--- config.mk ---
export PLATFORM = sky130hd
export DESIGN_NAME = click_decoder
export DESIGN_NICKNAME = d
export VERILOG_FILES = /design/src/rtl/click_pkg.sv /design/src/rtl/click_decoder_tick_timer.sv /design/src/rtl/click_decoder.sv
export SDC_FILE = /design/constraint.sdc
export NUM_CORES = 1
export LEC_CHECK = 0
export CORE_MARGIN = 2
export CORE_UTILIZATION = 50
export DETAILED_ROUTE_END_ITERATION = 10
export GPL_TIMING_DRIVEN = 0
export HOLD_SLACK_MARGIN = 0.15
export PLACE_DENSITY = 0.75
export SETUP_SLACK_MARGIN = 0.02
export SLEW_MARGIN = 5
export SYNTH_ARGS = -nofsm -noshare
export SYNTH_HDL_FRONTEND = slang
export SYNTH_HIERARCHICAL = 1
export SYNTH_SLANG_ARGS = --single-unit
--- constraint.sdc ---
create_clock -name clk -period 3.2 [get_ports clk]
set_clock_uncertainty 0.2 [all_clocks]
set_input_delay 0.64 -clock clk [delete_from_list [all_inputs] [get_ports clk]]
set_output_delay 0.64 -clock clk [all_outputs]
set_load 0.05 [all_outputs]
--- src/rtl/click_pkg.sv ---
// click_pkg
// Shared definitions for the button click decoder and its neighbours.
//   - FSM state encoding (2-bit): IDLE=0, HOLD1=1, GAP=2, WAIT_REL=3
//   - Default LONG_TICKS / DBL_WINDOW values, also reused by the
//     mode/display control logic.
//   - timer_width(): width of the shared interval timer.
package click_pkg;

   localparam logic [1:0] ST_IDLE     = 2'd0;
   localparam logic [1:0] ST_HOLD1    = 2'd1;
   localparam logic [1:0] ST_GAP      = 2'd2;
   localparam logic [1:0] ST_WAIT_REL = 2'd3;

   typedef enum logic [1:0] {
      IDLE     = ST_IDLE,
      HOLD1    = ST_HOLD1,
      GAP      = ST_GAP,
      WAIT_REL = ST_WAIT_REL
   } state_t;

   localparam int LONG_TICKS_DEF = 8;
   localparam int DBL_WINDOW_DEF = 5;

   // clog2(max(long_ticks, dbl_window)) + 1
   function automatic int timer_width(input int long_ticks, input int dbl_window);
      int m;
      m = (long_ticks > dbl_window) ? long_ticks : dbl_window;
      return $clog2(m) + 1;
   endfunction

endpackage

--- src/rtl/click_decoder_tick_timer.sv ---
// tick_timer
// Interval timer shared by the HOLD1 and GAP phases of the click decoder.
// Counts tick_en strobes from zero; done is flagged combinationally when a
// tick arrives while count == term-1. The count saturates at that value, so
// it never exceeds the terminal value.
// Ports:
//   clk, rst_n  clock and asynchronous active-low reset
//   clr         synchronous clear to zero (has priority over counting)
//   tick_en     timebase strobe; the only thing that advances the count
//   term        terminal value (>= 2)
//   count       current count
//   done        tick_en arrived with count == term-1
module tick_timer #(
   parameter int TW = 4
) (
   input  logic          clk,
   input  logic          rst_n,
   input  logic          clr,
   input  logic          tick_en,
   input  logic [TW-1:0] term,
   output logic [TW-1:0] count,
   output logic          done
);

   assign done = tick_en && (count == term - TW'(1));

   always_ff @(posedge clk or negedge rst_n) begin
      if (!rst_n) begin
         count <= '0;
      end else if (clr) begin
         // NOTE: sequential state always uses non-blocking assignment so every
         // register samples pre-edge values regardless of statement order.
         count <= '0;
      end else if (tick_en && !done) begin
         count <= count + TW'(1);
      end
   end

endmodule

--- src/rtl/click_decoder.sv ---
// click_decoder
// Classifies button presses as single click, double click or long press.
// Inputs come from the edge-detect stage: a one-cycle rising-edge pulse and
// the debounced level, both on the stage clock.
// Ports:
//   clk, rst_n  stage clock, asynchronous active-low reset
//   tick_en     one-cycle timebase strobe (nominally 1 ms)
//   pulse_in    one-cycle rising-edge pulse
//   level_in    debounced, synchronised button level
//   single_o    one-cycle strobe: single click
//   double_o    one-cycle strobe: double click
//   long_o      one-cycle strobe: long press
//   busy_o      registered (state != IDLE)
//   click_cnt   count of accepted presses, wraps silently
module click_decoder
   import click_pkg::*;
#(
   parameter int LONG_TICKS = LONG_TICKS_DEF,
   parameter int DBL_WINDOW = DBL_WINDOW_DEF,
   parameter int CNT_W      = 8
) (
   input  logic             clk,
   input  logic             rst_n,
   input  logic             tick_en,
   input  logic             pulse_in,
   input  logic             level_in,
   output logic             single_o,
   output logic             double_o,
   output logic             long_o,
   output logic             busy_o,
   output logic [CNT_W-1:0] click_cnt
);

   localparam int TW = timer_width(LONG_TICKS, DBL_WINDOW);

   state_t          state, next_state;
   logic            timer_clr;
   logic [TW-1:0]   timer_term;
   logic [TW-1:0]   timer_cnt;
   logic            timer_done;
   logic            single_nx, double_nx, long_nx, cnt_inc;

   // One timer serves both phases; only one interval is ever running.
   tick_timer #(.TW(TW)) u_timer (
      .clk     (clk),
      .rst_n   (rst_n),
      .clr     (timer_clr),
      .tick_en (tick_en),
      .term    (timer_term),
      .count   (timer_cnt),
      .done    (timer_done)
   );

   always_comb begin
      // NOTE: every output of this block gets a default first, so no path
      // through the case statement can leave a signal unassigned (latch).
      next_state = state;
      single_nx  = 1'b0;
      double_nx  = 1'b0;
      long_nx    = 1'b0;
      cnt_inc    = 1'b0;
      timer_clr  = 1'b1;
      timer_term = TW'(LONG_TICKS);

      case (state)
         IDLE: begin
            if (pulse_in) begin
               next_state = HOLD1;
               cnt_inc    = 1'b1;
            end
         end
         HOLD1: begin
            // Release beats the terminal tick: the press becomes a click.
            if (!level_in) begin
               next_state = GAP;
            end else begin
               timer_clr = 1'b0;
               if (timer_done) begin
                  long_nx    = 1'b1;
                  next_state = WAIT_REL;
               end
            end
         end
         GAP: begin
            timer_term = TW'(DBL_WINDOW);
            // A second press beats the window timeout.
            if (pulse_in) begin
               double_nx  = 1'b1;
               cnt_inc    = 1'b1;
               next_state = WAIT_REL;
            end else begin
               timer_clr = 1'b0;
               if (timer_done) begin
                  single_nx  = 1'b1;
                  next_state = IDLE;
               end
            end
         end
         WAIT_REL: begin
            if (!level_in) next_state = IDLE;
         end
         default: next_state = IDLE;
      endcase
   end

   always_ff @(posedge clk or negedge rst_n) begin
      if (!rst_n) begin
         state     <= IDLE;
         single_o  <= 1'b0;
         double_o  <= 1'b0;
         long_o    <= 1'b0;
         busy_o    <= 1'b0;
         click_cnt <= '0;
      end else begin
         state    <= next_state;
         single_o <= single_nx;
         double_o <= double_nx;
         long_o   <= long_nx;
         // Decoded from next_state so busy_o lines up with the new state.
         busy_o   <= (next_state != IDLE);
         if (cnt_inc) click_cnt <= click_cnt + CNT_W'(1);
      end
   end

endmodule

==> flow_results.org, run 1 <==
** Logic synthesis
- The synthesized netlist contains 37 unique library cells.
- Top post-synthesis cells by count :: 18 x sky130_fd_sc_hd__dfrtp_1, 10 x sky130_fd_sc_hd__nand2_1, 10 x sky130_fd_sc_hd__xnor2_1
- The Yosys step of the flow raised 6 warnings.
- In this run the cell area of the synthesized design comes to 1070 sq um.
- A synthesized cell averages 10.0 sq um.
- Post-synth EDFFs :: 0
- After synthesis the netlist holds a flip-flop and latch count of 18.
- After synthesis, the largest area contributor takes up 42.0% of total cell area.
- Biggest area consumer among synthesized cells :: sky130_fd_sc_hd__dfrtp_1
- Of all flip-flops after synthesis, the portion carrying an async set or reset was 100%.
- The cell count after synthesis came out at 107.
- Share of the yosys chip area belonging to registers :: 42.0%
- Synth top area cells :: sky130_fd_sc_hd__dfrtp_1 42%, sky130_fd_sc_hd__ha_1 9.3%, sky130_fd_sc_hd__xnor2_1 8.2%
- Yosys instantiated no cell more often than sky130_fd_sc_hd__dfrtp_1.
- Primary FF master, synth :: sky130_fd_sc_hd__dfrtp_1

** Global route
- Total routing resource utilization after global routing :: 18.5%
- Vias in the first global route :: 793
- Entering global routing, the biggest net connects 19 pins.
- Global-route wire length before repair :: 3.53 mm
- The initial antenna violation count came to 0.
- Summed over all layers, the global routing overflow is 0.

** Worst setup path
- Data on the critical path is required at its endpoint by 3.19 ns.
- The critical path starts at state[0]$_DFF_PN0_.
- The worst setup path is of the reg2reg kind.
- R2r startpoint :: state[0]$_DFF_PN0_
- Crit-path slowest cell :: sky130_fd_sc_hd__dfrtp_1
- The critical path goes through inv_1 > ha_4 > inv_1 > ha_1 > xor2_1 > nand2_1 > or3_1 > nor2_4 > nor2b_1 > o21ai_2 > o211ai_2 > or2_1.
- The worst setup path is launched from a register.
- R2R Setup Slk :: 0.26 ns
- Biggest cell delay along the critical path :: 0.45 ns
- Crit path max fanout :: 11
- By instance count, the cell type seen most on the critical path is sky130_fd_sc_hd__inv_1.
- Critical Path Sink Type :: register
- Endpoint arrival time on the critical path :: 2.92 ns

** Final layout
- Layout overhead on the synthesized area :: 22.4%
- For this run, the share of the core covered by cells in the final layout is 65.6%.
- In the final layout, the share of cells above drive strength 1 is 10.2%.
- The number of antenna diodes in the final layout is 0.
- The layout has 165 filler cells.
- At the end of the flow, the number of nets in the layout was 142.

** STA
- Setup TNS after final layout :: 0 ns
- The count of final max-slew check failures is 0.
- Final hold violations :: 0
- Hold WS :: 0.273 ns
- Setup repair after global routing left no endpoint under its margin.
- Final count of negative-setup-slack endpoints :: 0
- Period utilisation layout :: 91.8%
- For the pin with the worst max-slew slack, the measured transition is 0.784 ns.
- Headroom to the max-slew limit :: 47.6%
- The worst path in the final design needs a cycle of 2.94 ns, including I/O delays and setup.
- Max Clock Freq :: 340 MHz

** Drt
- Using the TritonRoute via totals, the vias-per-cell ratio works out to 5.31.
- In the routed design, unresolved DRC markers number 0.
- Total wire length :: 1.98 mm
- DR pass1 iterations :: 4
- Wire per inst :: 12.9 um
- The detailed router placed 818 vias in this run.
- DRC marker count from the first detailed-route iteration :: 16
- Once detail routing completed, the nets flagged for antenna violations numbered 0.

** Power and ir drop
- Clock power frac :: 10.2%
- Summed over all cells, the static leakage comes to 0.000553 uW.
- Power spread over the standard cell area amounts to 841 nW/um^2.
- Switching Power :: 527 uW
- Sequential cells burn 33.0% of the power.
- Internal power consumption :: 578 uW
- In this run switching power makes up 47.7% of total power.
- VDD IR max :: 576 uV
- Combinational cells account for 56.8% of the total power.

** Clocking
- Insertion delay to the later sink of the worst-skew pair :: 0.29 ns
- Number of buffers created by CTS :: 3
- Clock tree synthesis selected as its root buffer the cell sky130_fd_sc_hd__clkbuf_4.
- Maximum clock insertion buffer count :: 2
- Clock-pin slew was measured on the worst setup and hold paths at 0.10 ns.
- TritonCTS clock tree :: done
- Clock tree synthesis found a total of 18 sinks.
- Number of buffers inserted for hold repair after clock tree synthesis :: 0
- In this run the number of H-tree levels came out at 1.

** Die
- In this run the horizontal extent of the chip is 50.3 um.
- In this run the standard cell core region covers 2000 sq um.
- Initial Util :: 53.6%
- I/O pin count :: 17
- The floorplan step defined a die boundary enclosing 2530 sq um.
- The die is 50.3 um tall.
- The initialized floorplan defines 16 standard-cell rows.

** Outcome
- Status :: completed

** Place
- At the end of routability-driven placement, the weighted congestion stood at 0.840.
- The wire-length estimate of the detail-placed layout is 1.50 mm.
- Number of port buffers :: 16

** Hold path
- Worst hold start :: click_cnt[7]$_DFFE_PN0P_
- Hold WC Path Type :: reg2reg

** Run
- Number of maximum-capacitance violations :: 0
==> kinds of logic after synthesis <==
logic type | Yosys count | synth area share, %
compound gates | 18 | 13.1
xor+xnor | 13 | 10.6
fa+ha+maj | 8 | 9.32
buf+inv | 7 | 2.45
flops | 18 | 42.0
mux | 1 | 0.932
other cells | 1 | 0.349
simple gates | 41 | 21.3
==> area by class of cell <==
type	count	area (sq um)	area share, %
Sequential cell	18	450	34.3
Timing Repair Buffer	16	160	12.2
Tap cell	27	33.8	2.57
Clock buffer	3	22.5	1.71
Multi-Input combinational cell	83	621	47.2
Inverter	7	26.3	2.00
==> worst paths after layout <==
path / to / cells past startpoint
worst max-delay path: busy_o$_DFF_PN0_ / 12
worst min-delay path: click_cnt[7]$_DFFE_PN0P_ / 1
worst max register to register: busy_o$_DFF_PN0_ / 12
worst min register to register: click_cnt[7]$_DFFE_PN0P_ / 1
max in group asynchronous: state[1]$_DFF_PN0_ / 1
min in group asynchronous: click_cnt[1]$_DFFE_PN0P_ / 1
==> repair_timing <==
action                                  CTS  global route
gates resized for setup                   1             3
setup buffers                             0             0
endpoints found under the setup margin    1             2
==> through the flow <==
step	worst slack, ns	instances	total power, uW	instance area [sq um]
CTS	0.0497	154	1100	1300
floorplan	0.338	108	813	1080
finish	0.262	154	1110	1310
detailed placement	-0.0586	151	986	1270
global route	0.0635	154	1200	1310
global placement	0.0303	151	968	1270
==> power by group through the flow <==
stage                     Clock, uW  Sequential (uW)  Combinational [uW]
after floorplan                   0              498                 315
after CTS                       114              363                 621
after detailed placement          0              367                 619
after global routing            125              376                 696
final                           113              365                 627
after global placement            0              365                 603
==> routing by layer <==
layer	vias to the layer above	wire length [um]	global-route usage, %	share of wire [%]
met5	-	0	0	0
met4	0	61	9.46	3.1
met2	21	955	30.7	48
met1	384	914	23.9	46
li1	409	-	-	-
met3	4	52	1.79	2.6
==> layout by cell type, fill, tap and decap left out, types with 2 or more instances in the layout <==
master,n
sky130_fd_sc_hd__a21oi_1,2
sky130_fd_sc_hd__clkbuf_4,3
sky130_fd_sc_hd__clkdlybuf4s50_1,16
sky130_fd_sc_hd__conb_1,2
sky130_fd_sc_hd__dfrtp_1,18
sky130_fd_sc_hd__ha_1,7
sky130_fd_sc_hd__inv_1,7
sky130_fd_sc_hd__nand2_1,10
sky130_fd_sc_hd__nand2b_1,6
sky130_fd_sc_hd__nand3_1,4
sky130_fd_sc_hd__nand4_1,2
sky130_fd_sc_hd__nor2_1,3
sky130_fd_sc_hd__nor2_4,2
sky130_fd_sc_hd__nor2b_1,2
sky130_fd_sc_hd__nor3_1,2
sky130_fd_sc_hd__o21ai_0,4
sky130_fd_sc_hd__o21ai_2,2
sky130_fd_sc_hd__or4_1,2
sky130_fd_sc_hd__xnor2_1,10
sky130_fd_sc_hd__xor2_1,3
==> sequential cells by signal, summed over array words and instances, names as in the netlist <==
| name | count |
|---|---|
| click_cnt | 8 |
| u_timer/count | 4 |
| state | 2 |
| busy_o | 1 |
| double_o | 1 |
| long_o | 1 |
| single_o | 1 |
==> worst max-delay path, delay by kind of cell (launching register included) <==
kind	cells	cell delay (ns)
compound gates	2	0.23
xor+xnor	1	0.13
fa+ha+maj	2	0.53
buf+inv	2	0.22
flops	1	0.45
simple gates	5	1.06
Note: power is estimated with default switching activity, not from simulation.
==> run 2: changes to the inputs <==
==> constraint.sdc (replaced) <==
create_clock -name clk -period 2.73 [get_ports clk]
set_clock_uncertainty 0.2 [all_clocks]
set_input_delay 0.546 -clock clk [delete_from_list [all_inputs] [get_ports clk]]
set_output_delay 0.546 -clock clk [all_outputs]
set_load 0.05 [all_outputs]
==> run 2 against run 1 <==
  * Routed wire length up 10%
  * Via count up 8.1%
  * First-iteration DRC count up 56%
  * Combinational power up 36%
  * Highest routed layer unchanged
  * Cell area up 8.4%
  * Critical endpoint unchanged
  * Register-to-register slack worse by 0.17 ns
  * Setup slack worse by 0.17 ns
  * Die area unchanged
  * Core utilization up 5.5 points
  * Count of clock-buffer cells in the layout up 1
  * Largest power group unchanged
==> flow_results.org, run 2 (synthesis results as in run 1) <==
** Outcome
- The run finished with clean final reports.

** STA
- Period utilisation layout :: 96.8% (+5.0 points)
- Headroom to the max-slew limit :: 45.8% (-1.8 points)
- Final hold violations :: 0 (unchanged)
- Setup ws final :: 0.0873 ns (-0.174 ns)
- The post-layout minimum cycle time is 2.64 ns (-0.296 ns).
- Final count of negative-setup-slack endpoints :: 0 (unchanged)
- Final number of max-transition violations :: 0 (unchanged)
- Slew @ Worst Pin :: 0.811 ns (+0.0272 ns)
- Max Clock Freq :: 378 MHz (+11%)

** Place
- The count of input and output buffers was 16 (unchanged).
- The final estimated routing congestion in global placement was 0.828 (-1.4%).
- HPWL reported at the end of detailed placement :: 1.49 mm (-0.34%)
- The placement-stage cell area is 1280 sq um (+0.98%).
- Worst setup slack after placement :: -0.284 ns (-0.226 ns)

** Clocking
- The clock sink total came to 18 (unchanged).
- Number of buffers inserted for hold repair after clock tree synthesis :: 0 (unchanged)
- Root buf cell :: sky130_fd_sc_hd__clkbuf_4
- TritonCTS clock tree :: done
- The clock insertion delay at the later pin of the skew report is 0.28 ns (about the same).
- The number of buffers created by CTS was 3 (unchanged).
- The buffer levels on the longest clock path came to 2 (unchanged).
- The clock slew seen by the registers of the worst setup and hold paths came to 0.11 ns (about the same).
- The maximum level of the CTS H-tree is 1 (unchanged).

** Global route
- The pin count of the biggest net entering global routing was 19 (unchanged).
- Vias in the first global route :: 786 (-0.88%)
- Total routing resource utilization after global routing :: 17.9% (-0.55 points)
- Initial antenna violation count :: 0 (unchanged)
- Global-route wire length before repair :: 3.48 mm (-1.4%)
- Overflow left after global routing :: 0 (unchanged)

** Final layout
- Reg area :: 450 sq um (unchanged)
- Counting flops per register, the top entry is click_cnt.
- The number of flip-flops in the largest register is 8 (unchanged).
- The share of cells above drive strength 1 came to 22.1% (+12 points).
- The final-stage net count was 150 (+5.6%).
- Largest registers ranked by flip-flop count :: click_cnt: 8 flops, u_timer/count: 4 flops, state: 2 flops
- Commonest non-fill, non-tap cells in the layout :: 18 x sky130_fd_sc_hd__dfrtp_1, 16 x sky130_fd_sc_hd__clkdlybuf4s50_1, 9 x sky130_fd_sc_hd__nand2_1
- Area taken by multi-input logic gates :: 657 sq um (+5.8%)
- Layout overhead on the synthesized area :: 32.6%
- The final design area excluding fillers is 1420 sq um (+8.4%).
- Leading cell type in the layout, fill and taps excluded :: sky130_fd_sc_hd__dfrtp_1
- Number of diodes added for antenna fixing :: 0 (unchanged)
- FILL cells :: 157 (-4.8%)

** Die
- I/O pin count :: 17 (unchanged)
- DIE WIDTH :: 50.3 um (unchanged)
- Die outline height :: 50.3 um (unchanged)
- The core box area came to 2000 sq um (unchanged).
- Total Die Area :: 2530 sq um (unchanged)
- Row cnt :: 16 (unchanged)
- Initial Util :: 53.6% (unchanged)

** Worst setup path
- The largest individual stage delay along the critical path comes from the cell sky130_fd_sc_hd__dfrtp_1.
- Critical Path Sink Type :: register
- The biggest cell delay along the critical path was 0.46 ns (about the same).
- Worst setup path class :: reg2reg
- The signal on the critical path passes through ha_4 > buf_4 > nor3_2 > xnor2_2 > or3_4 > nor2_4 > nand2b_1 > a21oi_2 > o2bb2ai_1 > or2_1.
- STA classifies the critical path startpoint as a register.
- Endpoint arrival time on the critical path :: 2.62 ns (-0.30 ns)
- Req. time, crit path :: 2.71 ns (-0.48 ns)
- The highest net fanout along the worst path was 7 (-4).

** Drt
- Residual DRC count :: 0 (unchanged)
- Ratio of routed vias to standard cells :: 5.42 (+2.1%)
- DRC marker count from the first detailed-route iteration :: 25 (+9)
- The number of iterations in the first detailed-routing pass came to 4 (unchanged).
- Detailed-route via count :: 884 (+8.1%)
- The remaining antenna violation count after routing came to 0 (unchanged).
- The routed length per placed instance is 13.4 um (+4.0%).
- Total wire length :: 2.18 mm (+10%)

** Power and ir drop
- The maximum vdd drop came to 519 uV (-9.8%).
- The cell area power density came to 1010 nW/um^2 (+20%).
- The leakage power summed over all cells came to 0.000614 uW (+11%).
- The reported net switching power was 659 uW (+25%).
- Portion of total power attributed to sequential cells :: 29.4% (-3.6 points)
- Combinational group share of total power :: 59.4% (+2.6 points)
- Switching part of the total power :: 45.8% (-1.9 points)
- The internal power is 781 uW (+35%).
- Clock power frac :: 11.2% (+1.0 points)

** Run
- The max-cap check violation count came to 0 (unchanged).

** Hold path
- Hold WC Path Type :: reg2reg
run 2: what timing repair did:
action                                  in CTS  in global routing
pin swaps                                    0                  7
endpoints found under the setup margin       3                  1
setup buffers                                4                  4
gates resized for setup                      5                  6
run 2: worst max-delay path: cells and delay by family (launching register included):
family                     cells  cell delay [ns]
DFF                            1             0.46
buffers and inverters          1             0.14
adders and majority gates      1             0.20
xor gates and xnor gates       1             0.16
and+or+nand+nor                5             1.14
AOI/OAI and AO/OA              2             0.24
run 2: worst paths after layout:
path	slack, ns	endpoint	from	cells after the start
worst max register to register	0.09	busy_o$_DFF_PN0_	state[1]$_DFF_PN0_	10
max in group asynchronous	1.31	double_o$_DFF_PN0_	rst_n	1
worst min-delay path	0.28	click_cnt[7]$_DFFE_PN0P_	click_cnt[7]$_DFFE_PN0P_	1
worst min register to register	0.28	click_cnt[7]$_DFFE_PN0P_	click_cnt[7]$_DFFE_PN0P_	1
worst max-delay path	0.09	busy_o$_DFF_PN0_	state[1]$_DFF_PN0_	10
min in group asynchronous	0.52	click_cnt[7]$_DFFE_PN0P_	rst_n	1
run 2: layer usage:
metal  global-route usage (%)  wire (um)  vias to the layer above
li1                         -          -                      427
met1                     22.3        943                      421
met2                     32.7       1130                       34
met3                     1.79         90                        2
met4                     5.41         22                        0
met5                        0          0                        -
run 2: power by group through the flow:
| stage | Clock [uW] | Sequential, uW | Combinational (uW) |
|---|---|---|---|
| after floorplan | 0 | 586 | 379 |
| after global placement | 0 | 430 | 718 |
| after detailed placement | 0 | 433 | 738 |
| after CTS | 164 | 424 | 788 |
| after global routing | 178 | 434 | 911 |
| final | 162 | 423 | 855 |
run 2: final cells by class:
type / count / share of cell area [%]
multi-input cells: 83 / 46.1
repair buffers: 24 / 15.5
clock buffers: 4 / 2.55
inverters: 7 / 1.85
flip-flops and latches: 18 / 31.6
well taps: 27 / 2.37
run 2: metrics by stage:
step | util (%) | total power, uW | hold slack, ns | std cells | setup TNS (ns)
after floorplan | - | 965 | 0.0504 | 108 | 0
after global placement | 64.1 | 1150 | 0.263 | 151 | -0.266
after detailed placement | 64.1 | 1170 | 0.271 | 151 | -0.456
after CTS | 68.4 | 1380 | 0.290 | 159 | 0
after global routing | 71.1 | 1520 | 0.318 | 163 | -0.00228
final | 71.1 | 1440 | 0.283 | 163 | 0
==> run 3: changes to the inputs <==
--- a/config.mk
+++ b/config.mk
@@ -11,6 +11,7 @@
 export GPL_TIMING_DRIVEN = 0
 export HOLD_SLACK_MARGIN = 0.15
 export PLACE_DENSITY = 0.75
+export REMOVE_ABC_BUFFERS = 1
 export SETUP_SLACK_MARGIN = 0.02
 export SLEW_MARGIN = 5
 export SYNTH_ARGS = -nofsm -noshare
==> run 3 against run 2 <==
  * Core utilization up 3.3 points
  * Critical endpoint unchanged
  * Flip-flop and latch count did not move
  * Maximum frequency shrank 0.35%
  * Largest cell class unchanged
  * Critical path depth increased by 2
  * Global-route usage increased by 1.4 points
  * Via count grew 1.5%
  * Total power increased by 4.9%
  * Routed wire length up 8.2%
  * Combinational power increased by 11%
  * First-iteration DRC count down 60%
==> flow_results.org, run 3 (synthesis results as in run 1) <==
** Outcome
- Status :: completed

** Worst setup path
- Crit path max fanout :: 5 (-2)
- The cell family contributing the most delay on the critical path is simple AND/OR/NAND/NOR gates.
- The critical path goes through inv_2 > ha_4 > inv_1 > ha_4 > xnor2_2 > xnor2_2 > or3_4 > nor2_4 > nand2b_1 > a21oi_2 > o2bb2ai_2 > or2_1.
- The worst setup path is launched from a register.
- The biggest cell delay along the critical path is 0.44 ns (-0.02 ns).
- The slowest stage of the critical path is the sky130_fd_sc_hd__dfrtp_2 cell.
- The critical path is of the reg2reg type.
- Req. time, crit path :: 2.71 ns (about the same)
- Critical Path Sink Type :: register
- Buffers and inverters on the worst path :: 2 (+1)
- Endpoint arrival time on the critical path :: 2.64 ns (+0.02 ns)

** Final layout
- Largest registers ranked by flip-flop count :: click_cnt: 8 flops, u_timer/count: 4 flops, state: 2 flops
- FILL cells :: 141 (-10%)
- The share of cells above drive strength 1 came to 28.6% (+6.5 points).
- Ranked by flip-flop count, first place goes to click_cnt.
- The number of flip-flops in the largest register came to 8 (unchanged).
- Number of diodes added for antenna fixing :: 0 (unchanged)
- Layout overhead on the synthesized area :: 38.8%
- Commonest non-fill, non-tap cells in the layout :: 16 x sky130_fd_sc_hd__dfrtp_1, 16 x sky130_fd_sc_hd__clkdlybuf4s50_1, 13 x sky130_fd_sc_hd__buf_4
- Reg area :: 453 sq um (+0.56%)
- The final-stage net count came to 155 (+3.3%).
- The multi-input logic area is 697 sq um (+6.1%).
- The utilization after layout came to 74.4% (+3.3 points).

** STA
- Final count of negative-setup-slack endpoints :: 0 (unchanged)
- Period utilisation layout :: 97.1% (+0.34 points)
- The count of final max-slew check failures was 0 (unchanged).
- The pin slew with the least headroom to its limit was 0.815 ns (+0.00401 ns).
- Headroom to the max-slew limit :: 45.5% (-0.27 points)
- Post-route minimum period :: 2.65 ns (+0.00941 ns)
- The total negative slack was 0 ns (unchanged).
- The final hold violation count is 0 (unchanged).
- The peak clock frequency supported by timing came to 377 MHz (-0.35%).

** Power and ir drop
- Portion of total power attributed to sequential cells :: 28.5% (-0.9 points)
- VDD IR max :: 697 uV (+34%)
- The reported net switching power was 694 uW (+5.2%).
- The total power was 1510 uW (+4.9%).
- The leakage power summed over all cells came to 0.000641 uW (+4.5%).
- The cell area power density came to 1010 nW/um^2 (+0.19%).
- Clock power frac :: 8.7% (-2.5 points)
- The internal power was 817 uW (+4.6%).
- Switching part of the total power :: 45.9% (+0.13 points)
- The proportion of power drawn by combinational gates is 62.9% (+3.5 points).

** Die
- Row cnt :: 16 (unchanged)
- The count of boundary I/O pins came to 17 (unchanged).
- The core box area is 2000 sq um (unchanged).
- Die outline height :: 50.3 um (unchanged)
- Initial Util :: 53.6% (unchanged)
- DIE WIDTH :: 50.3 um (unchanged)
- The die area is 2530 sq um (unchanged).

** Place
- Number of port buffers :: 16 (unchanged)
- The sum of net half-perimeters after detailed placement is 1.50 mm (+0.34%).
- Placer Congestion :: 0.840 (+1.4%)

** Clocking
- Root buf cell :: sky130_fd_sc_hd__clkbuf_4
- Number of buffers inserted for hold repair after clock tree synthesis :: 0 (unchanged)
- Maximum clock insertion buffer count :: 2 (unchanged)
- CTS sink count :: 18 (unchanged)
- Insertion delay to the later sink of the worst-skew pair :: 0.29 ns (about the same)
- Number of buffers created by CTS :: 3 (unchanged)
- Clock-pin slew of the registers on the worst-case setup and hold paths :: 0.10 ns (about the same)
- Maximum level of the CTS H-tree :: 1 (unchanged)
- TritonCTS clock tree :: done

** Run
- The max-cap check violation count is 0 (unchanged).

** Drt
- DRC marker count from the first detailed-route iteration :: 10 (-60%)
- The overall routed net length came to 2.36 mm (+8.2%).
- The remaining antenna violation count after routing was 0 (unchanged).
- The routed via count divided by cell count came to 5.37 (-0.96%).
- DR pass1 iterations :: 4 (unchanged)
- Residual DRC count :: 0 (unchanged)
- The routed length per placed instance is 14.1 um (+5.6%).
- The total via count after detailed routing is 897 (+1.5%).

** Global route
- The global router's overall resource usage came to 19.4% (+1.4 points).
- The wire length of the first global-routing pass was 3.70 mm (+6.1%).
- Maximum number of pins on one net before global-route repair :: 19 (unchanged)
- The via count of the first global-routing pass is 828 (+5.3%).
- Initial antenna violation count :: 0 (unchanged)
- Overflow left after global routing :: 0 (unchanged)

** Hold path
- Hold WC Path Type :: reg2reg
## run 3: cell types whose count changed in the layout (fill, tap and decap cells not counted), sizes merged
cell and change:
buf +5, clkbuf -1
## run 3: final timing paths
path | startpoint | endpoint | slack (ns) | depth (start not counted)
worst min register to register | click_cnt[7]$_DFFE_PN0P_ | click_cnt[7]$_DFFE_PN0P_ | 0.27 | 1
worst min-delay path | click_cnt[7]$_DFFE_PN0P_ | click_cnt[7]$_DFFE_PN0P_ | 0.27 | 1
worst max-delay path | state[0]$_DFF_PN0_ | busy_o$_DFF_PN0_ | 0.08 | 12
max in group asynchronous | rst_n | state[1]$_DFF_PN0_ | 1.26 | 1
worst max register to register | state[0]$_DFF_PN0_ | busy_o$_DFF_PN0_ | 0.08 | 12
min in group asynchronous | rst_n | click_cnt[1]$_DFFE_PN0P_ | 0.52 | 1
## run 3: routing by layer
metal,vias to the layer above,GRT usage (%),part of all wire [%]
met3,6,1.79,4.4
met1,414,24.3,45
met2,41,32.9,49
li1,436,-,-
met4,0,10.4,1.5
met5,-,0,0
## run 3: cell type report
class                   count  share of cell area, %
clock buffers               3                   1.51
inverters                   7                   1.76
multi-input cells          83                   46.8
flip-flops and latches     18                   30.4
well taps                  27                   2.27
repair buffers             29                   17.3
## run 3: power by group through the flow
stage / sequential, uW / clock [uW] / combinational (uW)
after floorplan: 584 / 0 / 369
after global routing: 443 / 147 / 1030
final: 430 / 131 / 949
after detailed placement: 430 / 0 / 725
after CTS: 429 / 134 / 763
after global placement: 428 / 0 / 706
## run 3: repair_timing
action	4_1_cts	5_1_grt
pin swaps	0	11
endpoints found under the setup margin	6	1
hold endpoints to repair	0	0
buffers inserted	3	10
resized for setup	7	12
## run 3: stage by stage
step	hold slack (ns)	area, sq um	setup WS, ns	cells
after global placement	0.261	1270	-0.440	151
final	0.273	1490	0.0779	167
after detailed placement	0.262	1270	-0.529	151
after floorplan	0.0504	1080	-0.132	108
after global routing	0.318	1490	-0.0415	167
after CTS	0.279	1340	0.0248	157
